[config.mk]
export PLATFORM = sky130hd
export DESIGN_NAME = memory_access_stage_flat
export DESIGN_NICKNAME = d
export VERILOG_FILES = /design/src/rtl/memory_access_stage_pkg.sv /design/src/rtl/memory_access_stage_if.sv /design/src/rtl/memory_access_stage_wait_timer.sv /design/src/rtl/memory_access_stage.sv /design/src/flat_wrapper.sv
export SDC_FILE = /design/constraint.sdc
export NUM_CORES = 1
export LEC_CHECK = 0
export CAP_MARGIN = 20
export CORE_MARGIN = 2
export CORE_UTILIZATION = 39
export DETAILED_ROUTE_END_ITERATION = 10
export PLACE_DENSITY_LB_ADDON = 0.08
export SYNTH_ARGS = -nofsm -noshare
export SYNTH_HDL_FRONTEND = slang
export SYNTH_SLANG_ARGS = --single-unit
[constraint.sdc]
create_clock -name clk -period 3.5 [get_ports clk]
set_clock_uncertainty 0.2 [all_clocks]
set_input_delay 0.7 -clock clk [delete_from_list [all_inputs] [get_ports clk]]
set_output_delay 0.7 -clock clk [all_outputs]
set_load 0.01 [all_outputs]
[src/rtl/memory_access_stage_pkg.sv]
// Shared types and constants for the 16-bit CPU pipeline MEM stage.
// Used by memory_access_stage, its data-memory interface and its wait timer.
package cpu_pipe_pkg;

  localparam int DW = 16;
  localparam int RW = 4;
  localparam int TIMEOUT_CYC_DEFAULT = 15;

  // Writeback source select; encoding 3 is reserved and behaves as WB_ALU
  typedef enum logic [1:0] {
    WB_ALU = 2'd0,
    WB_MEM = 2'd1,
    WB_PC  = 2'd2
  } wb_sel_e;

  // Data-memory access sequencing
  typedef enum logic [1:0] {
    IDLE  = 2'd0,
    WAIT  = 2'd1,
    ABORT = 2'd2
  } mem_state_e;

endpackage

[src/rtl/memory_access_stage_if.sv]
// Data-RAM req/ready bus between the MEM stage (master) and the data memory (slave).
interface memory_access_stage_if #(
  parameter int DW = cpu_pipe_pkg::DW
);

  logic          dmem_req;
  logic          dmem_we;
  logic [DW-1:0] dmem_addr;
  logic [DW-1:0] dmem_wdata;
  logic [DW-1:0] dmem_rdata;
  logic          dmem_ready;

  modport master (
    output dmem_req, dmem_we, dmem_addr, dmem_wdata,
    input  dmem_rdata, dmem_ready
  );

  modport slave (
    input  dmem_req, dmem_we, dmem_addr, dmem_wdata,
    output dmem_rdata, dmem_ready
  );

endinterface

[src/rtl/memory_access_stage_wait_timer.sv]
// mem_wait_timer: counts wait-state cycles of a data-memory access.
// tc is high during the TERMINAL-th counted wait cycle, i.e. when the
// access has waited as long as it is allowed to.
module mem_wait_timer #(
  parameter int unsigned TERMINAL = 15
) (
  input  logic clk,
  input  logic reset,
  input  logic clear,
  input  logic enable,
  output logic tc
);

  logic [7:0] count_q;
  logic [7:0] count_d;

  // Clear has priority; otherwise count one per enabled cycle
  always_comb begin
    count_d = count_q;
    if (clear) begin
      count_d = 8'd0;
    end else if (enable) begin
      count_d = count_q + 8'd1;
    end
  end

  // Counter register, cleared by the active-low async reset
  always_ff @(posedge clk or negedge reset) begin
    if (!reset) begin
      count_q <= 8'd0;
    end else begin
      count_q <= count_d;
    end
  end

  assign tc = (count_q == 8'(TERMINAL - 1));

endmodule

[src/rtl/memory_access_stage.sv]
// memory_access_stage: MEM stage of the 16-bit pipelined CPU.
// Runs data-RAM loads/stores over a req/ready bus, stalls the front of the
// pipe during wait states, aborts after TIMEOUT_CYC wait cycles, and owns
// the MEM/WB pipeline register.
// Optional feature macro: MEMORY_ACCESS_STAGE_STALL_CNT_EN (stall-cycle counter).
module memory_access_stage #(
  parameter int DW          = cpu_pipe_pkg::DW,
  parameter int RW          = cpu_pipe_pkg::RW,
  parameter int TIMEOUT_CYC = cpu_pipe_pkg::TIMEOUT_CYC_DEFAULT
) (
  input  logic                         clk,
  input  logic                         reset,
  input  logic                         wre_memory,
  input  logic [1:0]                   wb_sel_memory,
  input  logic                         write_memory_enable_mem,
  input  logic [DW-1:0]                alu_result_memory,
  input  logic [DW-1:0]                srcB_memory,
  input  logic [DW-1:0]                pc_inc_memory,
  input  logic [RW-1:0]                rd_memory,
  memory_access_stage_if.master        dmem_bus,
  output logic                         stall_mem,
  output logic                         wre_writeback,
  output logic [RW-1:0]                rd_writeback,
  output logic [DW-1:0]                writeback_data,
  output logic                         mem_fault,
  output logic [15:0]                  stall_count
);

  import cpu_pipe_pkg::*;

  mem_state_e    state_q, state_d;
  logic          mem_op;
  logic          fire;
  logic          tc;
  logic          timer_clear;
  logic          timer_enable;
  logic          wre_writeback_q, wre_writeback_d;
  logic [RW-1:0] rd_writeback_q, rd_writeback_d;
  logic [DW-1:0] writeback_data_q, writeback_data_d;
  logic          mem_fault_q, mem_fault_d;

  assign mem_op = write_memory_enable_mem || (wb_sel_memory == WB_MEM);

  // Request is gated by reset so it drops the moment reset asserts
  assign dmem_bus.dmem_req   = reset && mem_op && (state_q != ABORT);
  assign dmem_bus.dmem_we    = write_memory_enable_mem;
  assign dmem_bus.dmem_addr  = alu_result_memory;
  assign dmem_bus.dmem_wdata = srcB_memory;

  assign fire      = dmem_bus.dmem_req && dmem_bus.dmem_ready;
  assign stall_mem = dmem_bus.dmem_req && !fire;

  assign timer_clear  = (state_q != WAIT);
  assign timer_enable = (state_q == WAIT) && !dmem_bus.dmem_ready;

  mem_wait_timer #(
    .TERMINAL (TIMEOUT_CYC)
  ) u_wait_timer (
    .clk    (clk),
    .reset  (reset),
    .clear  (timer_clear),
    .enable (timer_enable),
    .tc     (tc)
  );

  // Next-state logic; ready beats timeout when both happen in the same cycle
  always_comb begin
    state_d = state_q;
    case (state_q)
      IDLE:    if (mem_op && !fire) state_d = WAIT;
      WAIT:    if (dmem_bus.dmem_ready) state_d = IDLE;
               else if (tc) state_d = ABORT;
      ABORT:   state_d = IDLE;
      default: state_d = IDLE;
    endcase
  end

  // MEM/WB next value: abort retire, stall bubble, completed access, or plain op
  always_comb begin
    wre_writeback_d  = 1'b0;
    rd_writeback_d   = '0;
    writeback_data_d = '0;
    mem_fault_d      = mem_fault_q;
    if (state_q == ABORT) begin
      mem_fault_d = 1'b1;
    end else if (stall_mem) begin
      wre_writeback_d = 1'b0;
    end else if (mem_op) begin
      rd_writeback_d = rd_memory;
      if (!write_memory_enable_mem) begin
        wre_writeback_d  = wre_memory;
        writeback_data_d = dmem_bus.dmem_rdata;
      end
    end else begin
      wre_writeback_d  = wre_memory;
      rd_writeback_d   = rd_memory;
      writeback_data_d = (wb_sel_memory == WB_PC) ? pc_inc_memory : alu_result_memory;
    end
  end

  // State, MEM/WB register and sticky fault flag
  always_ff @(posedge clk or negedge reset) begin
    if (!reset) begin
      state_q          <= IDLE;
      wre_writeback_q  <= 1'b0;
      rd_writeback_q   <= '0;
      writeback_data_q <= '0;
      mem_fault_q      <= 1'b0;
    end else begin
      state_q          <= state_d;
      wre_writeback_q  <= wre_writeback_d;
      rd_writeback_q   <= rd_writeback_d;
      writeback_data_q <= writeback_data_d;
      mem_fault_q      <= mem_fault_d;
    end
  end

  assign wre_writeback  = wre_writeback_q;
  assign rd_writeback   = rd_writeback_q;
  assign writeback_data = writeback_data_q;
  assign mem_fault      = mem_fault_q;

`ifdef MEMORY_ACCESS_STAGE_STALL_CNT_EN
  logic [15:0] stall_count_q, stall_count_d;

  // Saturating count of stalled cycles
  always_comb begin
    stall_count_d = stall_count_q;
    if (stall_mem && (stall_count_q != 16'hFFFF)) begin
      stall_count_d = stall_count_q + 16'd1;
    end
  end

  // Stall counter register
  always_ff @(posedge clk or negedge reset) begin
    if (!reset) begin
      stall_count_q <= 16'h0000;
    end else begin
      stall_count_q <= stall_count_d;
    end
  end

  assign stall_count = stall_count_q;
`else
  assign stall_count = 16'h0000;
`endif

endmodule

[src/flat_wrapper.sv]
// flat-port wrapper written by rule: the top's interface ports become plain ports
module memory_access_stage_flat import cpu_pipe_pkg::*;
#(
  parameter int DW          = cpu_pipe_pkg::DW,
  parameter int RW          = cpu_pipe_pkg::RW,
  parameter int TIMEOUT_CYC = cpu_pipe_pkg::TIMEOUT_CYC_DEFAULT
)
  (clk, reset, wre_memory, wb_sel_memory, write_memory_enable_mem, alu_result_memory, srcB_memory, pc_inc_memory, rd_memory, stall_mem, wre_writeback, rd_writeback, writeback_data, mem_fault, stall_count, dmem_bus_dmem_req, dmem_bus_dmem_we, dmem_bus_dmem_addr, dmem_bus_dmem_wdata, dmem_bus_dmem_rdata, dmem_bus_dmem_ready);
  memory_access_stage_if #(.DW(DW)) dmem_bus_i ();
  input  logic clk;
  input  logic reset;
  input  logic wre_memory;
  input  logic [1:0] wb_sel_memory;
  input  logic write_memory_enable_mem;
  input  logic [DW-1:0] alu_result_memory;
  input  logic [DW-1:0] srcB_memory;
  input  logic [DW-1:0] pc_inc_memory;
  input  logic [RW-1:0] rd_memory;
  output logic stall_mem;
  output logic wre_writeback;
  output logic [RW-1:0] rd_writeback;
  output logic [DW-1:0] writeback_data;
  output logic mem_fault;
  output logic [15:0] stall_count;
  output wire logic [$bits(dmem_bus_i.dmem_req)-1:0] dmem_bus_dmem_req;
  output wire logic [$bits(dmem_bus_i.dmem_we)-1:0] dmem_bus_dmem_we;
  output wire logic [$bits(dmem_bus_i.dmem_addr)-1:0] dmem_bus_dmem_addr;
  output wire logic [$bits(dmem_bus_i.dmem_wdata)-1:0] dmem_bus_dmem_wdata;
  input wire logic [$bits(dmem_bus_i.dmem_rdata)-1:0] dmem_bus_dmem_rdata;
  input wire logic [$bits(dmem_bus_i.dmem_ready)-1:0] dmem_bus_dmem_ready;
  assign dmem_bus_dmem_req = dmem_bus_i.dmem_req;
  assign dmem_bus_dmem_we = dmem_bus_i.dmem_we;
  assign dmem_bus_dmem_addr = dmem_bus_i.dmem_addr;
  assign dmem_bus_dmem_wdata = dmem_bus_i.dmem_wdata;
  assign dmem_bus_i.dmem_rdata = dmem_bus_dmem_rdata;
  assign dmem_bus_i.dmem_ready = dmem_bus_dmem_ready;
  memory_access_stage #(.DW(DW), .RW(RW), .TIMEOUT_CYC(TIMEOUT_CYC)) u_core (.clk(clk), .reset(reset), .wre_memory(wre_memory), .wb_sel_memory(wb_sel_memory), .write_memory_enable_mem(write_memory_enable_mem), .alu_result_memory(alu_result_memory), .srcB_memory(srcB_memory), .pc_inc_memory(pc_inc_memory), .rd_memory(rd_memory), .dmem_bus(dmem_bus_i), .stall_mem(stall_mem), .wre_writeback(wre_writeback), .rd_writeback(rd_writeback), .writeback_data(writeback_data), .mem_fault(mem_fault), .stall_count(stall_count));
endmodule
Yosys cells after proc, flatten, opt, wreduce, memory -nomap -nowiden
Cells that the tools add are included.

Reduce and logical (&&, ||, !) cells: 12. Equal/unequal tests: 9. $add $sub $neg: 1. Multipliers: 0. Shift operators: 0. $lt $le $gt $ge: 0. Bitwise logic cells: 0. Mux-type cells: 17. Divide/modulo/power cells: 0.

Operator list (count): 2-to-1 mux 16 bit (5); 2-to-1 mux 8 bit (2); adder 8 x 1 -> 8 bit (second input constant) (1); equality test 8 x 4 -> 1 bit (second input constant) (1); 2-to-1 mux 4 bit (2); logical AND 1 bit (6); 2-to-1 mux 2 bit (3); equality test 2 x 1 -> 1 bit (second input constant) (2); equality test 2 bit (second input constant) (2); 2-to-1 mux 1 bit (4); inequality test 2 x 1 -> 1 bit (second input constant) (2); case mux 2 bit (2 select lines) (1); inequality test 3 x 2 -> 1 bit (second input constant) (1); zero test 1 bit (2); zero test 2 bit (1); inequality test 2 bit (second input constant) (1); AND reduction 2 bit (1); nonzero test 2 bit (1); logical OR 1 bit (1).

Bits in latches: 0. Memory bits (writable): 0. Input port bits: 75. ROM bits: 0. Word-level logic and storage cells: 45. Memories: 0. Bits in registers: 32.

Depth between registers and ports, before layout
Gate-level depths: netlist of run 1.

Depth after elaboration: 9. Mapped depth: 5. Depth with buffers taken out: 5.

Modules after synthesis
Synthesis of run 1 repeated with hierarchy kept, for this count alone.

Cells, all modules: 205. Area total of the unflattened synthesis: 2065.7 µm².

Modules (own cells, without submodules): memory_access_stage (cells an instance 163, area each 1639.1 µm², sequential area each 600.6 µm², instances 1); mem_wait_timer (cells an instance 42, area each 426.7 µm², sequential area each 200.2 µm², instances 1).

Least setup slack after synthesis of run 1
No wires, ideal clock.

Path kind: in2out. Start: in wb_sel_memory[1]. End: out stall_mem. Stages on the path: 4. Setup slack: 1.148 ns. Data arrival time: 1.452 ns. Cell sequence: clkbuf_2 nand2b_4 a21oi_1 and2_1.

Longest elaborated chain between the ends: 7.

Ends and longest elaborated chain: start: declaration (RTL line flat_wrapper.sv:13) `input logic [1:0] wb_sel_memory;`; equality test 2 x 1 -> 1 bit * (RTL line memory_access_stage.sv:42) `assign mem_op = write_memory_enable_mem || (wb_sel_memory == WB_MEM);`; logical OR 1 bit * (RTL line memory_access_stage.sv:42); logical AND 1 bit * (2 in a row) (RTL line memory_access_stage.sv:45) `assign dmem_bus.dmem_req = reset && mem_op && (state_q != ABORT);`; logical AND 1 bit (RTL line memory_access_stage.sv:50) `assign fire = dmem_bus.dmem_req && dmem_bus.dmem_ready;`; zero test 1 bit (RTL line memory_access_stage.sv:51) `assign stall_mem = dmem_bus.dmem_req && !fire;`; logical AND 1 bit * (RTL line memory_access_stage.sv:51); end: declaration (RTL line flat_wrapper.sv:19) `output logic stall_mem;`.

Every way passes the cells marked *; elsewhere a longest branch is shown, timed or not.

Worst setup path in the final report of run 1
Start: in reset. End: out dmem_bus_dmem_req.

Longest elaborated chain between the ends: 2.

Ends and longest elaborated chain: start: declaration (RTL line flat_wrapper.sv:11) `input logic reset;`; logical AND 1 bit (2 in a row) (RTL line memory_access_stage.sv:45); end: declaration (RTL line flat_wrapper.sv:25) `output wire logic [$bits(dmem_bus_i.dmem_req)-1:0] dmem_bus_dmem_req;`.

Every way passes these cells.

==> results of run 1 <==
==> through the flow <==
step / utilization (%) / hold WS (ns) / area (um2) / setup WS [ns]
after floorplan: - / 0.204 / 2270 / 1.15
after CTS: 55.5 / 0.271 / 3040 / 0.0668
after global routing: 55.6 / 0.282 / 3040 / 0.0315
after global placement: 53.3 / 0.249 / 2920 / 0.448
final: 55.6 / 0.268 / 3040 / 0.163
after detailed placement: 53.3 / 0.251 / 2920 / 0.442
==> cell families after synthesis <==
| family | after synthesis | synth area share, % |
|---|---|---|
| AOI/OAI and AO/OA | 47 | 18.9 |
| xor gates and xnor gates | 3 | 1.19 |
| adders and majority gates | 2 | 1.13 |
| buffers and inverters | 65 | 21.5 |
| DFF | 32 | 36.2 |
| muxes | 16 | 7.25 |
| other | 1 | 0.170 |
| and+or+nand+nor | 51 | 13.7 |
==> worst paths after layout <==
kind | start | to | depth (start not counted)
worst max-delay path | reset | dmem_bus_dmem_req | 6
max in group asynchronous | reset | u_core.writeback_data[10] | 3
min in group asynchronous | reset | u_core.rd_writeback[3] | 2
worst min register to register | u_core.mem_fault | u_core.mem_fault | 1
worst max register to register | u_core.u_wait_timer.count_q[0] | u_core.state_q[0] | 5
worst min-delay path | u_core.mem_fault | u_core.mem_fault | 1
==> power groups by stage <==
stage	clock network (uW)	logic (uW)	registers [uW]
2_1_floorplan	0	159	422
3_3_place_gp	0	273	411
3_5_place_dp	0	272	412
4_1_cts	359	275	405
5_1_grt	382	296	408
6_report	348	271	405
==> layout make-up <==
| class | count | share of cell area, % |
|---|---|---|
| Clock inverter | 2 | 1.15 |
| Sequential cell | 32 | 26.3 |
| Inverter | 3 | 0.370 |
| Timing Repair Buffer | 106 | 34.2 |
| Clock buffer | 6 | 2.39 |
| Tap cell | 72 | 2.96 |
| Multi-Input combinational cell | 135 | 32.6 |
==> sequential cells by signal, summed over array words and instances (netlist names) <==
signal	cells
u_core.state_q	2
u_core.rd_writeback	4
u_core.u_wait_timer.count_q	8
u_core.wre_writeback	1
u_core.writeback_data	16
u_core.mem_fault	1
==> repair_timing <==
item	in CTS	in global routing
setup endpoints to repair	0	1
hold endpoints to repair	1	0
resized for setup	0	1
hold buffers	1	0
==> cell usage in the layout, fill, tap and decap left out, types with 5 or more instances in the layout <==
master and count:
a211oi_1 18, a211oi_2 14, a21oi_1 6, buf_4 5, clkbuf_8 5, clkdlybuf4s50_1 97
conb_1 16, dfrtp_1 32, mux2i_1 16, nand2_1 6, nor2_1 10, nor2b_1 18
==> per-layer routing <==
metal	vias up	wire, um	global-route usage (%)
met5	-	0	0
met4	0	51	5.34
met3	6	465	6.36
met2	81	2020	21.6
met1	738	2040	20.2
li1	827	-	-
==> impl_metrics.py, run 1 <==
metrics = {
    "run_status": {
        "status": "finished clean",
    },
    "worst_hold_path": {
        "hold_class": "flip-flop to flip-flop",
    },
    "die": {
        "start_util_pct": 40.4,
        "die_area_um2": 6280,
        "die_h_um": 79.3,
        "die_w_um": 79.3,
        "core_um2": 5470,
        "rows": 27,
        "ios": 148,
    },
    "drt": {
        "antenna_left": 0,
        "drt-total-wl_mm": 4.57,
        "firstDrtPassIters": 4,
        "wl_per_cell_um": 12.8,
        "drcViolationCount": 0,
        "dr_total_vias": 1652,
        "drt-vias-per-instance": 4.64,
        "drt_iter0_drc": 87,
    },
    "worst_setup_path": {
        "slowest_stage": "clkdlybuf4s50_1",
        "end_kind": "output port",
        "path_delay_family": "buffers and inverters",
        "ff2ff_setup_slack_ns": 1.84,
        "critPathBufInv": 4,
        "crit_chain": "dlygate4sd3_1 -> buf_2 -> buf_6 -> a21boi_0 -> and2_1 -> clkdlybuf4s50_1",
        "worstPathArrival_ns": 2.44,
        "max_stage_delay_ns": 0.53,
        "critPathKind": "input port to output port",
        "crit_required_ns": 2.60,
        "critPathMaxFanout": 18,
        "startpoint_type": "input port",
    },
    "clocking": {
        "clkLatencyLatePin_ns": 0.28,
        "clock_path_buffers": 2,
        "cts_max_level": 2,
        "numCtsBuffers": 5,
        "path_clk_slew_ns": 0.07,
        "root_buffer": "clkbuf_8",
        "clkSinkCount": 32,
        "post_cts_buffers": 0,
        "cts_tree": "done",
    },
    "timing": {
        "finalSetupViolations": 0,
        "hold_viol": 0,
        "slew_headroom_pct": 48.8,
        "rsz0062_at_grt": "false",
        "fin_crit_sh_pct": 95.3,
        "report.final.slew_viol_count": 0,
        "tightestPinTransition_ns": 0.765,
        "timing.fmax_mhz": 300,
        "setup_tns_ns": 0,
        "period_minus_slack_ns": 3.34,
    },
    "placement": {
        "placedCellCount": 347,
        "port_buffers": 99,
        "dp_hpwl_mm": 3.36,
        "place.gp.congestion": 0.729,
    },
    "layout": {
        "layout-drive-gt1-share_pct": 11.6,
        "layout.area.seq_um2": 801,
        "stdcell_count": 356,
        "nets": 360,
        "multi_input_area_um2": 991,
        "antennaDiodeCount": 0,
        "nFillCells": 518,
        "syn_to_final_growth_pct": 37.6,
    },
    "yosys": {
        "synth_area_um2": 2210,
        "synth_top_cell_by_area": "dfrtp_1",
        "synth_top_area_share_pct": 36.2,
        "synth_area_leaders": "dfrtp_1 (36%), buf_4 (17%), a211oi_2 (7.9%), mux2i_1 (7.2%), a211oi_1 (6.1%)",
        "ys_top_cells_by_count": "buf_4 (50), dfrtp_1 (32), a211oi_1 (18), nor2b_1 (18), mux2i_1 (16)",
        "ys_warn_count": 0,
        "async_flop_share_pct": 100,
        "synth_seq_cells": 32,
        "synth_area_per_cell_um2": 10.2,
        "seq_area_frac_synth_pct": 36.2,
        "ys_dominant_reg_cell": "dfrtp_1",
        "yosysMostFrequentCell": "buf_4",
        "synth-edff-count": 0,
        "syn-instance-count": 217,
        "synth_cell_types": 36,
    },
    "power_and_ir_drop": {
        "power_uw": 1020,
        "vdd_drop_max_uv": 141,
        "intPower_uw": 759,
        "clock_power_share_pct": 34.0,
        "combinationalPowerShare_pct": 26.5,
        "p_leak_uw": 0.00129,
        "p_seq_share_pct": 39.5,
        "netSwitchingPower_uw": 265,
        "swShare_pct": 25.8,
        "cellPowerDensity_nw_per_um2": 337,
    },
    "flow_run": {
        "cap_viol_max_count": 0,
    },
    "global_route": {
        "grt_pass1_wl_mm": 7.34,
        "grt_overflow": 0,
        "grt_max_degree": 49,
        "first_global_vias": 1522,
        "antenna_found_initial": 0,
        "track_usage_pct": 15.0,
    },
}
Note: power is estimated with default switching activity, not from simulation.
==> inputs of run 2 (changes only) <==
Settings changed: ABC_AREA set to 1.
==> run 2 against run 1 <==
Net effect: cell count up 21%; clock-buffer cell count unchanged; worst hold slack better by 0.0052 ns; maximum frequency up 5.7%; die area decreased by 1.2%; critical path type unchanged; critical endpoint is now stall_mem; largest cell class unchanged.
==> impl_metrics.py, run 2 <==
metrics = {
    "run_status": {
        "status": "finished clean",
    },
    "power_and_ir_drop": {
        "combinationalPowerShare_pct": 27.5,
        "power_uw": 953,
        "p_seq_share_pct": 42.4,
        "netSwitchingPower_uw": 263,
        "p_leak_uw": 0.00147,
        "clock_power_share_pct": 30.1,
        "vdd_drop_max_uv": 256,
        "swShare_pct": 27.6,
        "intPower_uw": 690,
        "cellPowerDensity_nw_per_um2": 318,
    },
    "drt": {
        "drcViolationCount": 0,
        "antenna_left": 0,
        "drt-vias-per-instance": 4.37,
        "dr_total_vias": 1879,
        "drt-total-wl_mm": 4.94,
        "firstDrtPassIters": 4,
        "wl_per_cell_um": 11.5,
        "drt_iter0_drc": 64,
    },
    "worst_setup_path": {
        "reg2reg_to": "u_core.writeback_data[13]",
        "r2r_start": "u_core.state_q[1]",
        "ff2ff_setup_slack_ns": 1.98,
        "max_stage_delay_ns": 0.54,
        "worstPathArrival_ns": 2.26,
        "crit_required_ns": 2.60,
        "slowest_stage": "clkdlybuf4s50_1",
        "crit_path_frequent_cell": "clkdlybuf4s50_1",
        "crit_chain": "clkdlybuf4s50_1 -> inv_4 -> o21ai_4 -> nand4_2 -> inv_1 -> clkdlybuf4s50_1",
        "critPathMaxFanout": 19,
        "reg2regPathDepth": 6,
        "critPathKind": "input port to output port",
        "startpoint_type": "input port",
        "end_kind": "output port",
    },
    "yosys": {
        "ys_dominant_reg_cell": "dfrtp_1",
        "ys_top_cells_by_count": "nand2_1 (51), buf_4 (50), nor2_1 (39)",
        "synth_fa_ha_area_share_pct": 1.15,
        "synth_top_cell_by_area": "dfrtp_1",
        "yosysMostFrequentCell": "nand2_1",
        "synth_top_area_share_pct": 36.7,
        "ys_warn_count": 0,
        "async_flop_share_pct": 100,
        "synth_top_family_by_area": "simple AND/OR/NAND/NOR gates",
        "seq_area_frac_synth_pct": 36.7,
        "yosys.area_share.simple_pct": 28.0,
        "synth-edff-count": 0,
        "synth-compound-area-share_pct": 6.82,
        "syn-instance-count": 290,
        "synth_area_leaders": "dfrtp_1 (37%), buf_4 (17%), nand2_1 (8.8%), nor2_1 (6.7%), inv_1 (5.7%)",
        "synthMuxAreaShare_pct": 0,
        "synth_area_um2": 2180,
        "synth_seq_cells": 32,
        "synth_cell_types": 28,
        "synthXorXnorAreaFrac_pct": 0,
        "synth_area_per_cell_um2": 7.52,
    },
    "placement": {
        "port_buffers": 99,
        "placed_cell_area_um2": 2900,
        "dp_hpwl_mm": 3.93,
        "place.gp.congestion": 0.806,
    },
    "clocking": {
        "postCtsHoldBufs": 0,
        "post_cts_resized": 0,
        "post_cts_buffers": 0,
        "cts_max_level": 2,
        "cts_tree": "done",
        "numCtsBuffers": 5,
        "clkLatencyLatePin_ns": 0.28,
        "root_buffer": "clkbuf_8",
        "clkSinkCount": 32,
        "clock_path_buffers": 2,
        "path_clk_slew_ns": 0.07,
    },
    "die": {
        "start_util_pct": 40.1,
        "die_h_um": 78.8,
        "die_w_um": 78.8,
        "rows": 27,
        "ios": 148,
        "die_area_um2": 6210,
        "core_um2": 5440,
    },
    "worst_hold_path": {
        "min_from": "u_core.mem_fault",
        "hold_depth": 1,
        "hold_path_end": "u_core.mem_fault",
        "hold_class": "flip-flop to flip-flop",
    },
    "layout": {
        "final_area_um2": 3000,
        "layout_commonest_cell": "clkdlybuf4s50_1",
        "layout-drive-gt1-share_pct": 9.50,
        "largest_reg_flops": 16,
        "mostFrequentLayoutCells": "clkdlybuf4s50_1 (99), nand2_1 (51), nor2_1 (39), inv_1 (33), dfrtp_1 (32)",
        "syn_to_final_growth_pct": 37.3,
        "fin_util_pct": 55.1,
        "nets": 434,
        "antennaDiodeCount": 0,
    },
    "timing": {
        "rsz0062_at_grt": "false",
        "fin_crit_sh_pct": 90.2,
        "period_minus_slack_ns": 3.16,
        "finalSetupViolations": 0,
        "hold_viol": 0,
        "timing.fmax_mhz": 317,
        "report.final.slew_viol_count": 0,
        "setup_tns_ns": 0,
    },
    "global_route": {
        "grt_overflow": 0,
        "antenna_found_initial": 0,
        "first_global_vias": 1784,
        "grt_pass1_wl_mm": 7.99,
        "track_usage_pct": 16.4,
        "grt_max_degree": 22,
    },
    "flow_run": {
        "cap_viol_max_count": 0,
    },
}
## run 2: per-stage QoR
step / hold WS (ns) / std cells / setup WS (ns)
floorplan: 0.204 / 305 / 1.21
global placement: 0.263 / 422 / 0.336
detailed placement: 0.260 / 422 / 0.322
CTS: 0.276 / 430 / 0.318
global route: 0.282 / 430 / 0.275
finish: 0.273 / 430 / 0.344
## run 2: power by group through the flow
stage / sequential, uW / clock [uW] / combinational [uW]
2_1_floorplan: 419 / 0 / 152
3_3_place_gp: 410 / 0 / 264
3_5_place_dp: 411 / 0 / 264
4_1_cts: 404 / 298 / 266
5_1_grt: 406 / 318 / 290
6_report: 404 / 287 / 262
## run 2: worst max path at each step
stage / cells past startpoint / to / start
2_1_floorplan: 5 / dmem_bus_dmem_req / wb_sel_memory[1]
6_report: 6 / stall_mem / wb_sel_memory[0]
5_1_grt: 6 / dmem_bus_dmem_req / wb_sel_memory[0]
3_5_place_dp: 6 / dmem_bus_dmem_req / wb_sel_memory[0]
4_1_cts: 6 / dmem_bus_dmem_req / wb_sel_memory[0]
3_3_place_gp: 6 / dmem_bus_dmem_req / wb_sel_memory[0]
## run 2: per-layer routing
layer  share of wire, %  track usage [%]
met1                 41             19.7
met2                 49             27.7
met3                9.6             6.82
met4               0.38             2.98
met5                  0                0
## run 2: critical path: cells and delay by family
family,cells,cell delay [ns]
buffers and inverters,4,1.23
AO/OA/AOI/OAI,1,0.19
AND/OR/NAND/NOR,1,0.12
## run 2: layout make-up
cell class / instances / area [um2]
clock buffer: 6 / 82.6
fill: 529 / 2440
tap: 72 / 90.1
timing repair buffer: 103 / 1020
sequential: 32 / 801
multi-input combinational: 177 / 846
clock inverter: 2 / 10.0
inverter: 38 / 145
## run 2: logic make-up (layout without fill, tap and decap cells)
kind of cell	count (synthesis)	after routing
AOI/OAI and AO/OA	26	26
adders and majority gates	2	2
other	1	16
DFF	32	32
buffers and inverters	96	149
and+or+nand+nor	133	133
